<file path="src/rtl/neuron_mac.sv">
// Time-multiplexed fixed-point neuron: act(sum(inputs*weights) + bias) over LANES multipliers per beat.
// Optional macro NEURON_SATURATE_EN: clamp the activated result instead of wrapping it.
module neuron_mac #(
  parameter int unsigned DATA_WIDTH = 16,
  parameter int unsigned FRAC_BITS  = 8,
  parameter int unsigned NUM_INPUTS = 16,
  parameter int unsigned LANES      = 4,
  parameter int          ACTIVATION = 1,
  parameter int unsigned LEAK_SHIFT = 3
) (
  input  logic                                  clock,
  input  logic                                  reset,
  input  logic                                  in_valid,
  output logic                                  in_ready,
  input  logic signed [DATA_WIDTH-1:0]          inputs [NUM_INPUTS],
  input  logic                                  weight_we,
  input  logic [$clog2(NUM_INPUTS+1)-1:0]       weight_addr,
  input  logic signed [DATA_WIDTH-1:0]          weight_data,
  output logic signed [DATA_WIDTH-1:0]          out,
  output logic                                  out_valid,
  input  logic                                  out_ready,
  output logic                                  busy
);

  localparam int unsigned ADDR_W = $clog2(NUM_INPUTS + 1);
  localparam int unsigned BEATS  = NUM_INPUTS / LANES;
  localparam int unsigned BEAT_W = (BEATS > 1) ? $clog2(BEATS) : 1;
  localparam int unsigned PROD_W = 2 * DATA_WIDTH;
  localparam int unsigned ACC_W  = 2 * DATA_WIDTH + $clog2(NUM_INPUTS) + 1;
  localparam logic signed [ACC_W-1:0] SAT_MAX =
    {{(ACC_W-DATA_WIDTH+1){1'b0}}, {(DATA_WIDTH-1){1'b1}}};
  localparam logic signed [ACC_W-1:0] SAT_MIN =
    {{(ACC_W-DATA_WIDTH+1){1'b1}}, {(DATA_WIDTH-1){1'b0}}};

  if (ACTIVATION < 0 || ACTIVATION > 2) begin : g_bad_activation
    $fatal(1, "neuron_mac: ACTIVATION must be 0, 1 or 2");
  end
  if (NUM_INPUTS < 1 || LANES < 1 || (NUM_INPUTS % LANES) != 0) begin : g_bad_lanes
    $fatal(1, "neuron_mac: LANES must divide NUM_INPUTS");
  end

  typedef enum logic [1:0] {S_IDLE, S_MAC, S_ACT, S_HOLD} state_e;

  state_e                       state_q, state_d;
  logic signed [ACC_W-1:0]      acc_q, acc_d;
  logic [BEAT_W-1:0]            beat_q, beat_d;
  logic signed [DATA_WIDTH-1:0] out_q, out_d;
  logic signed [DATA_WIDTH-1:0] in_q      [NUM_INPUTS];
  logic signed [DATA_WIDTH-1:0] weights_q [NUM_INPUTS];
  logic signed [DATA_WIDTH-1:0] bias_q;
  logic                         load_in;
  logic                         wr_en;

  logic signed [DATA_WIDTH-1:0] lane_x [LANES];
  logic signed [DATA_WIDTH-1:0] lane_w [LANES];
  logic signed [PROD_W-1:0]     lane_p [LANES];
  logic signed [ACC_W-1:0]      lane_sum;
  logic signed [ACC_W-1:0]      act_r;
  logic signed [ACC_W-1:0]      act_v;
  logic signed [DATA_WIDTH-1:0] act_res;

  // Per-lane operand select for the current beat, then one multiplier per lane
  always_comb begin
    lane_sum = '0;
    for (int j = 0; j < int'(LANES); j++) begin
      lane_x[j] = '0;
      lane_w[j] = '0;
      for (int b = 0; b < int'(BEATS); b++) begin
        if (beat_q == BEAT_W'(b)) begin
          lane_x[j] = in_q[b*int'(LANES)+j];
          lane_w[j] = weights_q[b*int'(LANES)+j];
        end
      end
      lane_p[j] = lane_x[j] * lane_w[j];
      lane_sum  = lane_sum + ACC_W'(lane_p[j]);
    end
  end

  // Rescale, activate, then reduce to DATA_WIDTH
  always_comb begin
    act_r = acc_q >>> FRAC_BITS;
    act_v = act_r;
    if (ACTIVATION == 1 && act_r[ACC_W-1]) act_v = '0;
    if (ACTIVATION == 2 && act_r[ACC_W-1]) act_v = act_r >>> LEAK_SHIFT;
`ifdef NEURON_SATURATE_EN
    if (act_v > SAT_MAX)      act_res = {1'b0, {(DATA_WIDTH-1){1'b1}}};
    else if (act_v < SAT_MIN) act_res = {1'b1, {(DATA_WIDTH-1){1'b0}}};
    else                      act_res = DATA_WIDTH'(act_v);
`else
    act_res = DATA_WIDTH'(act_v);
`endif
  end

  always_comb begin
    state_d = state_q;
    acc_d   = acc_q;
    beat_d  = beat_q;
    out_d   = out_q;
    load_in = 1'b0;
    case (state_q)
      S_IDLE: begin
        if (in_valid) begin
          load_in = 1'b1;
          acc_d   = ACC_W'(bias_q) <<< FRAC_BITS;
          beat_d  = '0;
          state_d = S_MAC;
        end
      end
      S_MAC: begin
        acc_d  = acc_q + lane_sum;
        beat_d = beat_q + BEAT_W'(1);
        if (beat_q == BEAT_W'(BEATS - 1)) state_d = S_ACT;
      end
      S_ACT: begin
        out_d   = act_res;
        state_d = S_HOLD;
      end
      S_HOLD: begin
        if (out_ready) state_d = S_IDLE;
      end
      default: state_d = S_IDLE;
    endcase
  end

  always_ff @(posedge clock or posedge reset) begin
    if (reset) state_q <= S_IDLE;
    else       state_q <= state_d;
  end

  // Coefficient writes are only honoured while no computation is in flight
  assign wr_en = weight_we && (state_q == S_IDLE || state_q == S_HOLD);

  always_ff @(posedge clock or posedge reset) begin
    if (reset) begin
      acc_q  <= '0;
      beat_q <= '0;
      out_q  <= '0;
      bias_q <= '0;
      for (int i = 0; i < int'(NUM_INPUTS); i++) begin
        in_q[i]      <= '0;
        weights_q[i] <= '0;
      end
    end else begin
      acc_q  <= acc_d;
      beat_q <= beat_d;
      out_q  <= out_d;
      for (int i = 0; i < int'(NUM_INPUTS); i++) begin
        if (load_in) in_q[i] <= inputs[i];
        if (wr_en && weight_addr == ADDR_W'(i)) weights_q[i] <= weight_data;
      end
      if (wr_en && weight_addr == ADDR_W'(NUM_INPUTS)) bias_q <= weight_data;
    end
  end

  assign out       = out_q;
  assign out_valid = (state_q == S_HOLD);
  assign busy      = (state_q == S_MAC) || (state_q == S_ACT);
  assign in_ready  = (state_q == S_IDLE) && !reset;

endmodule

</file>
<file path="config.mk">
export PLATFORM = sky130hd
export DESIGN_NAME = neuron_mac
export DESIGN_NICKNAME = d
export VERILOG_FILES = /design/src/rtl/neuron_mac.sv
export SDC_FILE = /design/constraint.sdc
export NUM_CORES = 2
export LEC_CHECK = 0
export ABC_CLOCK_PERIOD_IN_PS = 30700
export CAP_MARGIN = 20
export CORE_MARGIN = 2
export CORE_UTILIZATION = 40
export CTS_BUF_LIST = sky130_fd_sc_hd__clkbuf_8
export CTS_CLUSTER_SIZE = 10
export DETAILED_ROUTE_END_ITERATION = 10
export PLACE_DENSITY_LB_ADDON = 0.12
export RECOVER_POWER = 25
export SETUP_SLACK_MARGIN = 0.05
export SLEW_MARGIN = 20
export SYNTH_ARGS = -nofsm -noshare
export SYNTH_HDL_FRONTEND = slang
export SYNTH_SLANG_ARGS = --single-unit
export TNS_END_PERCENT = 10
</file>
<file path="constraint.sdc">
create_clock -name clock -period 30.7 [get_ports clock]
set_input_delay 6.14 -clock clock [delete_from_list [all_inputs] [get_ports clock]]
set_output_delay 6.14 -clock clock [all_outputs]
set_load 0.02 [all_outputs]
</file>
==> qor.yml <==
global_route:
  grt_usage_pct: 25.0
  grt_pass1_wl_um: 327000
  grt_pass1_vias: 52123
  grt_max_degree: 168
  antenna_found_initial: 7
  grt_overflow: 0
floorplanning:
  core_um2: 171000
  io_pins: 301
  die_h_um: 418
  start_util_pct: 40.1
  die_x_um: 418
  rows: 152
  die_area_um2: 175000
cts:
  tritoncts: "yes"
  cts.clk_slew.worst_paths_ns: 0.06
  cts_buffers: 106
  ctsHoldBuffers: 0
  postCtsSetupBuffers: 0
  cts_max_level: 3
  max-clock-path-buffers: 3
  insertion_delay_ns: 0.83
  cts_root_buf: "clkbuf_8"
  cts-resized-gates: 0
  numClockSinks: 585
timing:
  slew_headroom_pct: -512
  slew_viol_final: 421
  fmax_mhz: 56.5
  rsz0062_at_grt: "false"
  finalSetupViolCount: 0
  setup-tns-final_ns: 0
  tightest_slew_ns: 9.18
  final.min_clock_period_ns: 17.69
  hold_viol: 0
  fin_worst_skew_ns: 0.0589
  layout_worst_path_cycle_share_pct: 57.6
flow_run:
  cap_viol_max_count: 5
yosys:
  async_reset_ff_share_pct: 100
  synth_edf_count: 0
  ys.flop_type: "dfrtp_1"
  synth_area_leaders: "fa_1, dfrtp_1, mux2_2"
  yosysTopAreaCellShare_pct: 39.1
  synth_cell_types: 58
  synth_seq_cells: 585
  syn_area_per_cell_um2: 10.1
  synthCells: 6824
  post-synth-top-count-cell: "inv_1"
  ys_seq_area_share_pct: 21.3
  yosysWarningCount: 0
  netlist_area_um2: 68600
  synth.cells.most_frequent: "inv_1, fa_1, nor2_1"
  yosysTopAreaCell: "fa_1"
  synth_fp_nets: 8761
detailed_routing:
  drt_wl_total_um: 211000
  vias: 47356
  first_iter_violations: 2862
  drtPass1Iterations: 5
  drc_errors: 0
  viasPerCell: 5.05
  avgRoutedWirePerCell_um: 22.5
  drtAntennaViolNets: 0
setup_path:
  arrival_ns: 16.28
  slowest_delay_ns: 6.58
  crit_required_ns: 29.28
  cp_num_buf_inv: 3
  cpLargestDelayFamily: "buffers and inverters"
  critPathKind: "in2async"
  crit_chain: "dlygate4sd3_1 -> clkinvlp_2 -> clkbuf_1"
  crit_path_end_kind: "asynchronous set/reset pin"
  slowest_stage: "clkbuf_1"
  crit_path_max_fanout: 167
  critPathLaunchType: "input port"
final_layout:
  seq_area_um2: 14600
  fin_nets: 8996
  area_delta_synth_final_pct: 11.3
  drive_gt1_share_pct: 12.1
  fill_cells: 16534
  multiInputGateArea_um2: 47500
outcome:
  violations: "capacitance limit, slew limit"
  outcome: "complete, but fails checks"
placed_design:
  dp_hpwl_um: 174000
  portBuffers: 300
  gp_congestion: 0.887
min_path:
  hp-class: "reg2reg"
## cell families after synthesis
logic type	Yosys count	share of synthesized area, %
buffers and inverters	1747	9.72
adders and majority gates	1655	44.8
and+or+nand+nor	1624	9.49
AOI/OAI and AO/OA	631	5.28
DFF	585	21.3
muxes	536	8.78
xor gates and xnor gates	46	0.587
## flip-flops by register name (all words and copies together) (netlist names)
| register | cells |
|---|---|
| acc_q | 37 |
| beat_q | 2 |
| bias_q | 16 |
| in_q | 256 |
| out | 16 |
| state_q | 2 |
| weights_q | 256 |
## stage by stage
step	instances	util [%]	instance area [µm²]	hold WS (ns)	setup WS, ns
4_1_cts	9367	44.7	76400	0.500	17.13
2_1_floorplan	6824	-	68600	0.456	8.19
3_5_place_dp	9182	43.4	74300	0.484	17.14
3_3_place_gp	9182	43.4	74200	0.476	17.13
5_1_grt	9374	44.7	76400	0.510	10.89
6_report	9376	44.7	76400	0.503	13.01
## worst reg2reg max path: cells and delay by family (launching register included)
family | cells | cell delay (ns)
simple gates | 6 | 0.89
fa+ha+maj | 12 | 6.11
compound gates | 9 | 2.50
xor+xnor | 1 | 0.14
flops | 1 | 0.44
buf+inv | 8 | 2.25
## cells in the final DEF (no fill, tap or decap), drive strengths merged, types with 3 or more instances in the layout
cell / n
nor2b: 11
o21ai: 78
or2: 33
xor2: 16
diode: 7
nand3b: 17
a21o: 81
a21oi: 404
clkinv: 5
and3: 7
nand2: 623
clkdlybuf4s50: 294
xnor2: 30
a22o: 6
a221o: 3
mux2: 527
clkinvlp: 7
clkbuf: 139
a31oi: 5
nor3b: 4
nand2b: 30
ha: 316
nand4: 4
o21bai: 4
and2: 29
a211oi: 3
nor2: 850
nor3: 4
o21a: 5
nand3: 7
buf: 112
o211ai: 3
mux2i: 9
a22oi: 24
inv: 1500
fa: 1339
dfrtp: 585
## final timing paths
path	startpoint	end	slack [ns]	cells past startpoint
worst max-delay path	reset	in_q[45]$_DFFE_PP0P_	13.01	3
worst min-delay path	in_q[243]$_DFFE_PP0P_	in_q[243]$_DFFE_PP0P_	0.50	1
worst max register to register	beat_q[1]$_DFFE_PP0P_	acc_q[36]$_DFFE_PP0P_	18.24	36
worst min register to register	in_q[243]$_DFFE_PP0P_	in_q[243]$_DFFE_PP0P_	0.50	1
max in group clock	reset	in_ready	17.11	3
min in group asynchronous	reset	in_q[55]$_DFFE_PP0P_	7.31	2
## final cells by class
cell class	count	area share, %
diodes	7	0.0229
clock buffers	135	2.43
clock inverters	50	0.333
inverters	1462	7.19
multi-input cells	4492	62.2
flip-flops and latches	585	19.2
well taps	2233	3.66
repair buffers	412	5.04
## per-layer routing
metal	vias to the layer above	global-route usage, %	wire length (µm)
met5	-	0	0
met4	0	6.61	5640
met3	257	2.59	9320
met2	1166	41.3	100000
met1	24951	35.1	95600
li1	20982	-	-
Power is left out: the tool's default activity adds up to more than one toggle a clock period on the data nets, which glitch-free logic cannot reach.
